**src/rtl/fetch_unit.sv**
```systemverilog
// fetch_unit: IF-stage PC register and one-outstanding imem fetch FSM feeding the IF/ID register.
// Define FETCH_PERF_EN to add the fetch_count_o / stall_cycles_o performance counters.
module fetch_unit #(
    parameter int DATA_WIDTH = 32,
    parameter logic [DATA_WIDTH-1:0] RESET_PC = '0
) (
    input  logic                  clk,
    input  logic                  rst,
    input  logic                  StallF,
    input  logic                  PCSrcE,
    input  logic [DATA_WIDTH-1:0] PCTargetE,
    output logic                  imem_req,
    output logic [DATA_WIDTH-1:0] imem_addr,
    input  logic                  imem_ready,
    input  logic                  imem_rvalid,
    input  logic [DATA_WIDTH-1:0] imem_rdata,
    output logic [DATA_WIDTH-1:0] InstrF,
    output logic [DATA_WIDTH-1:0] PCF,
    output logic [DATA_WIDTH-1:0] PC_plus_4F,
    output logic                  InstrValidF,
    output logic                  FetchStallF
`ifdef FETCH_PERF_EN
    ,
    output logic [31:0]           fetch_count_o,
    output logic [31:0]           stall_cycles_o
`endif
);
    typedef enum logic [1:0] {S_REQ, S_WAIT, S_DRAIN, S_HOLD} state_t;

    state_t                  state, next_state;
    logic [DATA_WIDTH-1:0]   pc, hold, target;
    logic                    accept, capture, consume;

    always_ff @(posedge clk or posedge rst)
        if (rst) state <= S_REQ;
        else     state <= next_state;

    // DRAIN swallows the one response still owed for a request the redirect made stale
    always_comb begin
        accept     = imem_req && imem_ready;
        next_state = state == S_REQ   ? (accept ? (PCSrcE ? S_DRAIN : S_WAIT) : S_REQ)
                   : state == S_WAIT  ? (imem_rvalid ? (PCSrcE ? S_REQ : S_HOLD) : (PCSrcE ? S_DRAIN : S_WAIT))
                   : state == S_DRAIN ? (imem_rvalid ? S_REQ : S_DRAIN)
                   : (PCSrcE || !StallF) ? S_REQ : S_HOLD;
    end

    always_comb begin
        imem_req    = state == S_REQ && !rst;
        imem_addr   = pc;
        PCF         = pc;
        PC_plus_4F  = pc + DATA_WIDTH'(4);
        InstrValidF = state == S_HOLD;
        InstrF      = InstrValidF ? hold : '0;
        FetchStallF = !InstrValidF;
        target      = PCTargetE & ~DATA_WIDTH'(3);
        capture     = state == S_WAIT && imem_rvalid && !PCSrcE;
        consume     = state == S_HOLD && !StallF && !PCSrcE;
    end

    always_ff @(posedge clk or posedge rst)
        if (rst) begin
            pc   <= RESET_PC;
            hold <= '0;
        end else begin
            if (PCSrcE)       pc <= target;
            else if (consume) pc <= PC_plus_4F;
            if (capture)      hold <= imem_rdata;
        end

`ifdef FETCH_PERF_EN
    always_ff @(posedge clk or posedge rst)
        if (rst) begin
            fetch_count_o  <= '0;
            stall_cycles_o <= '0;
        end else begin
            if (consume)     fetch_count_o  <= fetch_count_o + 32'd1;
            if (FetchStallF) stall_cycles_o <= stall_cycles_o + 32'd1;
        end
`endif
endmodule

```
**config.mk**
```make
export PLATFORM = sky130hd
export DESIGN_NAME = fetch_unit
export DESIGN_NICKNAME = d
export VERILOG_FILES = /design/src/rtl/fetch_unit.sv
export SDC_FILE = /design/constraint.sdc
export NUM_CORES = 1
export LEC_CHECK = 0
export ABC_CLOCK_PERIOD_IN_PS = 3150
export BUFFER_PORTS_ARGS = -buffer_cell sky130_fd_sc_hd__buf_2
export CORE_AREA = 2 2 70 138
export DETAILED_ROUTE_END_ITERATION = 16
export DIE_AREA = 0 0 72 140
export GPL_TIMING_DRIVEN = 1
export HOLD_SLACK_MARGIN = 0.02
export PLACE_DENSITY = 0.77
export SLEW_MARGIN = 20
export SYNTH_ARGS = -nofsm -noshare
export SYNTH_HDL_FRONTEND = slang
export SYNTH_SLANG_ARGS = --single-unit
```
**constraint.sdc**
```tcl
create_clock -name clk -period 3.15 [get_ports clk]
set_input_delay 0.63 -clock clk [delete_from_list [all_inputs] [get_ports clk]]
set_output_delay 0.63 -clock clk [all_outputs]
set_load 0.005 [all_outputs]
```
==> results.toml, run 1 <==
[status]
status = "finished clean"

[min_path]
holdCritPathClass = "primary input to asynchronous set/reset pin"

[power]
p_comb_share_pct = 22.3
power.net_switching_uw = 887
sw_frac_of_total_pct = 27.8
cellPowerDensity_nw_per_um2 = 598
ir_drop_v = 0.000612
pwr-share-seq_pct = 39.0
internal_power_uw = 2310
p_clk_share_pct = 38.7
leakage_uw = 0.00265

[synth]
async_reset_ff_share_pct = 100
synth_top_family_by_area = "simple AND/OR/NAND/NOR gates"
yosysWarnings = 0
yosys.area_share.simple_pct = 23.6
yosysUniqueCellTypes = 45
synth_top_cells_by_area = "dfrtp_1 (39%), mux2_2 (8.8%), buf_4 (7.1%)"
synth_most_common_cell = "dfrtp_1"
syn_inst = 446
yosysTopAreaCellShare_pct = 38.9
synth_xor_area_share_pct = 8.51
synth_mux_area_share_pct = 8.99
synth_top_area_cell = "dfrtp_1"
synth-edff-count = 0
ys_seq_area_share_pct = 38.9
synthAdderAreaFrac_pct = 0.912
synth-seq-cells = 64
synth_compound_area_share_pct = 7.72
synth_commonest_cells = "dfrtp_1 (64), buf_4 (39), and3_1 (33)"
synth-main-ff-cell = "dfrtp_1"
syn_avg_cell_area_um2 = 9.23
syn_area_um2 = 4120

[timing]
tightestPinTransition_ns = 0.657
post-route-min-period_ns = 2.98
report.final.slew_viol_count = 0
max_slew_margin_pct = 56.2
setup-tns-final_ns = 0
finalCritPeriodShare_pct = 94.7
timing.final.ws_setup_ns = 0.167
skew_ns = 0.00673
rsz0062_at_grt = "false"
hold_viol = 0
setup_viol = 0
fmax_mhz = 335

[drt]
vias = 3904
drt-wirelength-per-cell_um = 16.7
vias_per_cell = 5.51
drt_pass1_iterations = 4
dr.first_iter.drc_count = 155
wl_mm = 11.8
postRouteAntennaNets = 0
drc_errors = 0

[floorplanning]
rows = 49
die_x_um = 72
die_h_um = 140
coreArea_um2 = 9010
fp.dieArea_um2 = 10100
start_util_pct = 45.7
pin_count = 201

[critical_path]
startpoint_type = "register"
endpoint_kind = "output port"
critPathArrivalTime_ns = 2.35
critical_path_class = "register to output port"
path_max_fanout = 7
required_ns = 2.52

[global_routing]
use_met3_pct = 4.82
overflow = 0
busiest_layer = "met2"
grt.met2_usage_pct = 43.4
grt_start_max_net_pins = 41
grt.total_usage_pct = 24.3
grt_pass1_vias = 3958
grt_pass1_wl_mm = 19.3
grtUsageMet1_pct = 26.9
antenna_found_initial = 0

[layout]
fin_nets = 675
fin_area_um2 = 5340
multiInputGateArea_um2 = 2080
n_antenna_cell = 0
final_cell_count_no_fill = 709
area_growth_pct = 29.7
nFillCells = 813
layout-drive-gt1-share_pct = 44.6
ff_latch_area_um2 = 1610

[clocking]
cts_tree = "built"
root_buffer = "clkbuf_16"
clk_latency_ns = 0.33
clk_transition_reported_paths_ns = 0.05
cts_buffers = 9
htreeDepth = 3
cts_max_path_buffers = 2
hold_buffers = 0
clock_sinks = 64

[run]
cap_viol_max_count = 0

[placement]
dpl.hpwl_mm = 9.07
place_inst = 688
numPortBuffers = 192
dpl_cell_area_um2 = 4930
place_congestion = 0.815
place_ws_ns = 0.322
state kept, by name, summed over array words and instances, names as in the netlist:
signal and flops:
hold 32, PCF 30, state 2
cells in the final DEF (no fill, tap or decap), types with 4 or more instances in the layout:
cell | Yosys | layout
buf_2 | 7 | 192
dfrtp_1 | 64 | 61
and3_1 | 33 | 33
mux2_2 | 32 | 32
nand2_1 | 32 | 32
xnor2_1 | 29 | 29
nor2_1 | 26 | 26
nand3_1 | 20 | 20
buf_4 | 39 | 20
o21ai_0 | 18 | 18
a31oi_1 | 14 | 14
or4_1 | 13 | 13
xor2_1 | 11 | 11
nor3_1 | 11 | 11
clkbuf_16 | 0 | 9
inv_1 | 9 | 8
nor4_1 | 8 | 8
o31ai_1 | 8 | 8
nand4_1 | 7 | 7
conb_1 | 1 | 6
or3_1 | 4 | 4
bufinv_16 | 0 | 4
timing repair:
action | CTS | global route
gates cloned | 0 | 0
pin swaps | 1 | 1
resized for setup | 2 | 2
setup buffers | 0 | 5
endpoints found under the setup margin | 4 | 4
power by group through the flow:
stage          logic (uW)  clock network (uW)  registers (uW)
2_1_floorplan         516                   0            1190
3_3_place_gp          686                   0            1240
3_5_place_dp          711                   0            1260
4_1_cts               712                1260            1250
5_1_grt               793                1290            1280
6_report              713                1240            1240
cell type report:
cell class | instances | area share, %
tap | 102 | 2.39
clock buffer | 9 | 4.22
sequential | 64 | 30.1
multi-input combinational | 305 | 38.9
clock inverter | 7 | 2.67
timing repair buffer | 213 | 21.2
inverter | 9 | 0.632
worst paths after layout:
check                                          start                    to  slack [ns]  depth (start not counted)
worst max-delay path              PCF[3]$_DFFE_PP0P_        PC_plus_4F[26]        0.17                          6
worst min register to register  hold[26]$_DFFE_PP0P_  hold[26]$_DFFE_PP0P_        0.50                          1
min in group clk                hold[26]$_DFFE_PP0P_  hold[26]$_DFFE_PP0P_        0.50                          1
worst max register to register    PCF[3]$_DFFE_PP0P_   PCF[30]$_DFFE_PP0P_        0.48                          6
worst min-delay path                             rst    state[0]$_DFF_PP0_        0.42                          2
max in group asynchronous                        rst  hold[12]$_DFFE_PP0P_        2.09                          3
metal layers:
layer	up-vias	wire length [um]
met1	1861	4180
met4	0	420
met5	-	0
met3	27	688
li1	1851	-
met2	165	6550
stage by stage:
step,power [uW],utilization (%),hold WS (ns)
after floorplan,1710,-,0.472
after global placement,1930,54.7,0.482
after detailed placement,1970,54.7,0.488
after CTS,3220,58.8,0.437
after global routing,3370,59.3,0.479
final,3190,59.3,0.422
worst max-delay path, cell delays in order (launching register included):
cell	delay [ns]
dfrtp_2	0.43
ha_1	0.24
nand3_1	0.16
or4_1	0.64
nor3_1	0.25
xnor2_1	0.16
buf_2	0.14
cells by family after synthesis:
kind of cell | Yosys count
buf+inv | 82
xor+xnor | 40
fa+ha+maj | 3
flops | 64
other cells | 1
compound gates | 50
simple gates | 173
mux | 33
Note: power is estimated with default switching activity, not from simulation.
==> inputs of run 2 (changes only) <==
CORE_AREA = 2 2 136 72   (was 2 2 70 138)
DIE_AREA = 0 0 138 74   (was 0 0 72 140)
PLACE_DENSITY = 0.78   (was 0.77)
==> results.toml, run 2 (same netlist as run 1, synthesis figures left out) <==
[clocking]
clk_latency_ns = 0.33
cts_tree = "built"
htreeDepth = 3
cts_max_path_buffers = 2
root_buffer = "clkbuf_16"
clk_transition_reported_paths_ns = 0.06
clock_sinks = 64
hold_buffers = 0
cts_buffers = 9

[floorplanning]
pin_count = 201
coreArea_um2 = 9070
die_h_um = 74
rows = 25
die_x_um = 138
fp.dieArea_um2 = 10200
start_util_pct = 45.4

[layout]
largest_register = "hold"
layout_commonest_cell = "buf_2"
layout_common_cells = "buf_2 (192), dfrtp_1 (60), and3_1 (33), mux2_2 (32), nand2_1 (32)"
area_growth_pct = 29.4
n_antenna_cell = 0
layout-drive-gt1-share_pct = 44.6
fin_nets = 671
largest_reg_flops = 32

[drt]
postRouteAntennaNets = 0
vias = 3978
drc_errors = 0
wl_mm = 12.4
vias_per_cell = 5.49
dr.first_iter.drc_count = 303
drt_pass1_iterations = 6
drt-wirelength-per-cell_um = 17.1

[critical_path]
critPathTopFamily = "simple AND/OR/NAND/NOR gates"
cp_slowest_stage_delay_ns = 0.65
endpoint_kind = "output port"
crit_start = "PCF[17]$_DFFE_PP0P_"
endpoint = "PC_plus_4F[29]"
rr_worst_depth = 6
critPathArrivalTime_ns = 2.39
critical_path_class = "register to output port"
cpMaxStageDelayCell = "or4_4"
cp.depth = 5
crit_chain = "nand4_4, or4_4, or3_1, xnor2_1, buf_2"
startpoint_type = "register"
r2r_slack_ns = 0.56
rr_endpoint = "PCF[30]$_DFFE_PP0P_"
critPathBufInv = 1
r2r-start = "PCF[2]$_DFFE_PP0P_"
path_max_fanout = 13
required_ns = 2.52

[timing]
finalCritPeriodShare_pct = 95.7
whs_ns = 0.375
setup_viol = 0
tightestPinTransition_ns = 0.656
fmax_mhz = 332
skew_ns = 0.00624
rsz0062_at_grt = "false"
setup-tns-final_ns = 0
hold_viol = 0
post-route-min-period_ns = 3.02
max_slew_margin_pct = 55.9
report.final.slew_viol_count = 0

[power]
ir_drop_v = 0.000307
power.net_switching_uw = 894
internal_power_uw = 2260
p_clk_share_pct = 37.6
cellPowerDensity_nw_per_um2 = 592
leakage_uw = 0.00263
pwr-share-seq_pct = 39.6
p_comb_share_pct = 22.9
sw_frac_of_total_pct = 28.3

[global_routing]
antenna_found_initial = 0
grt.total_usage_pct = 23.9
grt_start_max_net_pins = 41
grt_pass1_wl_mm = 19.3
grt_pass1_vias = 3714
overflow = 0

[min_path]
holdCritPathClass = "primary input to asynchronous set/reset pin"

[placement]
dpl.hpwl_mm = 9.36
numPortBuffers = 192
place_congestion = 0.862

[run]
cap_viol_max_count = 0

[status]
status = "finished clean"
## run 2: cell type report
type	count	area, um2
clock buffer	11	253
timing repair buffer	209	1100
tap	121	151
inverter	9	33.8
fill	819	3740
clock inverter	5	103
multi-input combinational	305	2080
sequential	64	1610
## run 2: stage by stage
stage          worst slack (ns)  cell area (um2)  power [uW]  utilization [%]  std cells
3_3_place_gp              0.346             4950        1930             54.6        707
6_report                  0.134             5330        3160             58.7        724
5_1_grt                  0.0313             5330        3330             58.7        724
4_1_cts                  0.0484             5320        3170             58.6        723
2_1_floorplan             0.593             4140        1710                -        451
3_5_place_dp              0.310             4950        1980             54.6        707
## run 2: worst min-delay path by stage
stage / slack [ns] / cells after the start / to
2_1_floorplan: 0.47 / 1 / hold[25]$_DFFE_PP0P_
3_3_place_gp: 0.48 / 1 / hold[22]$_DFFE_PP0P_
3_5_place_dp: 0.49 / 1 / hold[26]$_DFFE_PP0P_
4_1_cts: 0.39 / 2 / state[0]$_DFF_PP0_
5_1_grt: 0.43 / 2 / hold[13]$_DFFE_PP0P_
6_report: 0.38 / 2 / state[0]$_DFF_PP0_
## run 2: what timing repair did
item                                    4_1_cts  5_1_grt
pin swaps                                     0        1
hold endpoints to repair                      0        0
setup buffers                                 0        1
endpoints found under the setup margin        3        8
gates resized for setup                       2        4
## run 2: power by group through the flow
stage / combinational (uW) / clock, uW / sequential, uW
2_1_floorplan: 516 / 0 / 1190
3_3_place_gp: 698 / 0 / 1230
3_5_place_dp: 721 / 0 / 1260
4_1_cts: 724 / 1200 / 1250
5_1_grt: 798 / 1240 / 1280
6_report: 721 / 1190 / 1250
## run 2: metal layers
metal | wire length, um | share of wire (%) | track usage, %
met5 | 0 | 0 | 0
met4 | 136 | 1.1 | 7.26
met3 | 1320 | 11 | 9.08
met2 | 5440 | 44 | 35.2
met1 | 5500 | 44 | 33.2
==> inputs of run 3 (changes only) <==
--- a/config.mk
+++ b/config.mk
@@ -7,5 +7,5 @@
 export LEC_CHECK = 0
 export ABC_CLOCK_PERIOD_IN_PS = 3150
-export BUFFER_PORTS_ARGS = -buffer_cell sky130_fd_sc_hd__buf_2
+export BUFFER_PORTS_ARGS = -buffer_cell sky130_fd_sc_hd__clkbuf_2
 export CORE_AREA = 2 2 136 72
 export DETAILED_ROUTE_END_ITERATION = 16
==> constraint.sdc (replaced) <==
create_clock -name clk -period 3.15 [get_ports clk]
set_input_delay 0.315 -clock clk [delete_from_list [all_inputs] [get_ports clk]]
set_output_delay 0.315 -clock clk [all_outputs]
set_load 0.005 [all_outputs]
==> results.toml, run 3 (same netlist as run 1, synthesis figures left out) <==
[layout]
multiInputGateArea_um2 = 2080
fin_nets = 668
largest_register = "hold"
nFillCells = 851
fin_area_um2 = 5270
layout-drive-gt1-share_pct = 43.4
largest_reg_flops = 32
n_antenna_cell = 0
layout_common_cells = "clkbuf_2 (192), dfrtp_1 (64), and3_1 (33), mux2_2 (32), nand2_1 (32)"
ff_latch_area_um2 = 1600
layout_commonest_cell = "clkbuf_2"
area_growth_pct = 28.0

[placement]
dpl_cell_area_um2 = 4920
numPortBuffers = 192
place_congestion = 0.845
dpl.hpwl_mm = 9.55
place_ws_ns = 0.553

[floorplanning]
start_util_pct = 45.4
die_h_um = 74
coreArea_um2 = 9070
rows = 25
pin_count = 201
fp.dieArea_um2 = 10200
die_x_um = 138

[drt]
drc_errors = 0
wl_mm = 12.4
drt_pass1_iterations = 5
vias = 3963
dr.first_iter.drc_count = 232
vias_per_cell = 5.50
drt-wirelength-per-cell_um = 17.2
postRouteAntennaNets = 0

[global_routing]
grt_pass1_wl_mm = 18.9
grt_pass1_vias = 3559
antenna_found_initial = 0
grtUsageMet1_pct = 34.3
overflow = 0
grt.met2_usage_pct = 35.6
grt.total_usage_pct = 23.8
busiest_layer = "met2"
use_met3_pct = 6.37
grt_start_max_net_pins = 41

[timing]
finalCritPeriodShare_pct = 94.4
post-route-min-period_ns = 2.97
rsz0062_at_grt = "false"
skew_ns = 0.00294
setup_viol = 0
timing.final.ws_setup_ns = 0.177
hold_viol = 0
report.final.slew_viol_count = 0
setup-tns-final_ns = 0
tightestPinTransition_ns = 0.598
fmax_mhz = 336
max_slew_margin_pct = 59.8

[min_path]
holdCritPathClass = "primary input to register"

[critical_path]
endpoint_kind = "output port"
required_ns = 2.83
critPathArrivalTime_ns = 2.66
startpoint_type = "register"
critical_path_class = "register to output port"
path_max_fanout = 12

[clocking]
clk_transition_reported_paths_ns = 0.05
root_buffer = "clkbuf_16"
htreeDepth = 3
cts_max_path_buffers = 2
postCtsSetupRepairBufs = 0
cts_buffers = 9
cts_tree = "built"
clk_latency_ns = 0.33
clock_sinks = 64

[power]
cellPowerDensity_nw_per_um2 = 586
ir_drop_v = 0.000302
leakage_uw = 0.00261
total_power_uw = 3090

[run]
cap_viol_max_count = 0

[status]
status = "finished clean"
## run 3: changes by cell type in the layout (fill, tap and decap cells not counted), sizes merged
cell         previous run  this run
buf                   209        13
clkbuf                 11       205
bufinv                  3         2
clkinv                  1         0
clkinvlp                1         0
dlygate4sd3             0         1
## run 3: final timing paths
check | from | endpoint | slack [ns] | cells past startpoint
worst max-delay path | PCF[6]$_DFFE_PP0P_ | PC_plus_4F[29] | 0.18 | 5
worst min-delay path | PCTargetE[5] | PCF[5]$_DFFE_PP0P_ | 0.20 | 3
worst max register to register | PCF[2]$_DFFE_PP0P_ | PCF[30]$_DFFE_PP0P_ | 0.58 | 5
worst min register to register | hold[24]$_DFFE_PP0P_ | hold[24]$_DFFE_PP0P_ | 0.50 | 1
max in group asynchronous | rst | hold[19]$_DFFE_PP0P_ | 1.93 | 4
min in group asynchronous | rst | hold[10]$_DFFE_PP0P_ | 0.54 | 3
## run 3: cell type report
cell class                 instances  share of cell area [%]
multi-input combinational        305                    39.4
tap                              121                    2.87
clock inverter                     2                    1.14
sequential                        64                    30.4
inverter                           9                   0.641
timing repair buffer             206                    20.3
clock buffer                      13                    5.32
## run 3: timing repair
action / in CTS / in global routing
hold buffers: 1 / 0
endpoints found under the hold margin: 15 / 0
setup endpoints to repair: 0 / 3
resized for setup: 0 / 1
## run 3: metal layers
metal	vias to the layer above	wire, um
met1	1931	5670
met2	174	5510
met3	18	1050
li1	1840	-
met4	0	156
met5	-	0
## run 3: critical path, stage by stage, from the launching register on
cell      delay [ns]
dfrtp_1         0.53
nand4_1         0.35
or3_2           0.72
or3_1           0.44
xnor2_1         0.16
clkbuf_2        0.14
## run 3: power breakdown
part | switching, uW | internal [uW] | total, uW
clock | 343 | 774 | 1120
sequential | 192 | 1070 | 1260
combinational | 339 | 373 | 712
total | 874 | 2210 | 3090
## run 3: per-stage QoR
step	hold WS [ns]	cells	utilization, %
2_1_floorplan	0.435	451	-
3_3_place_gp	0.315	704	54.2
3_5_place_dp	0.318	704	54.2
4_1_cts	0.189	720	58.1
5_1_grt	0.198	720	58.1
6_report	0.202	720	58.1
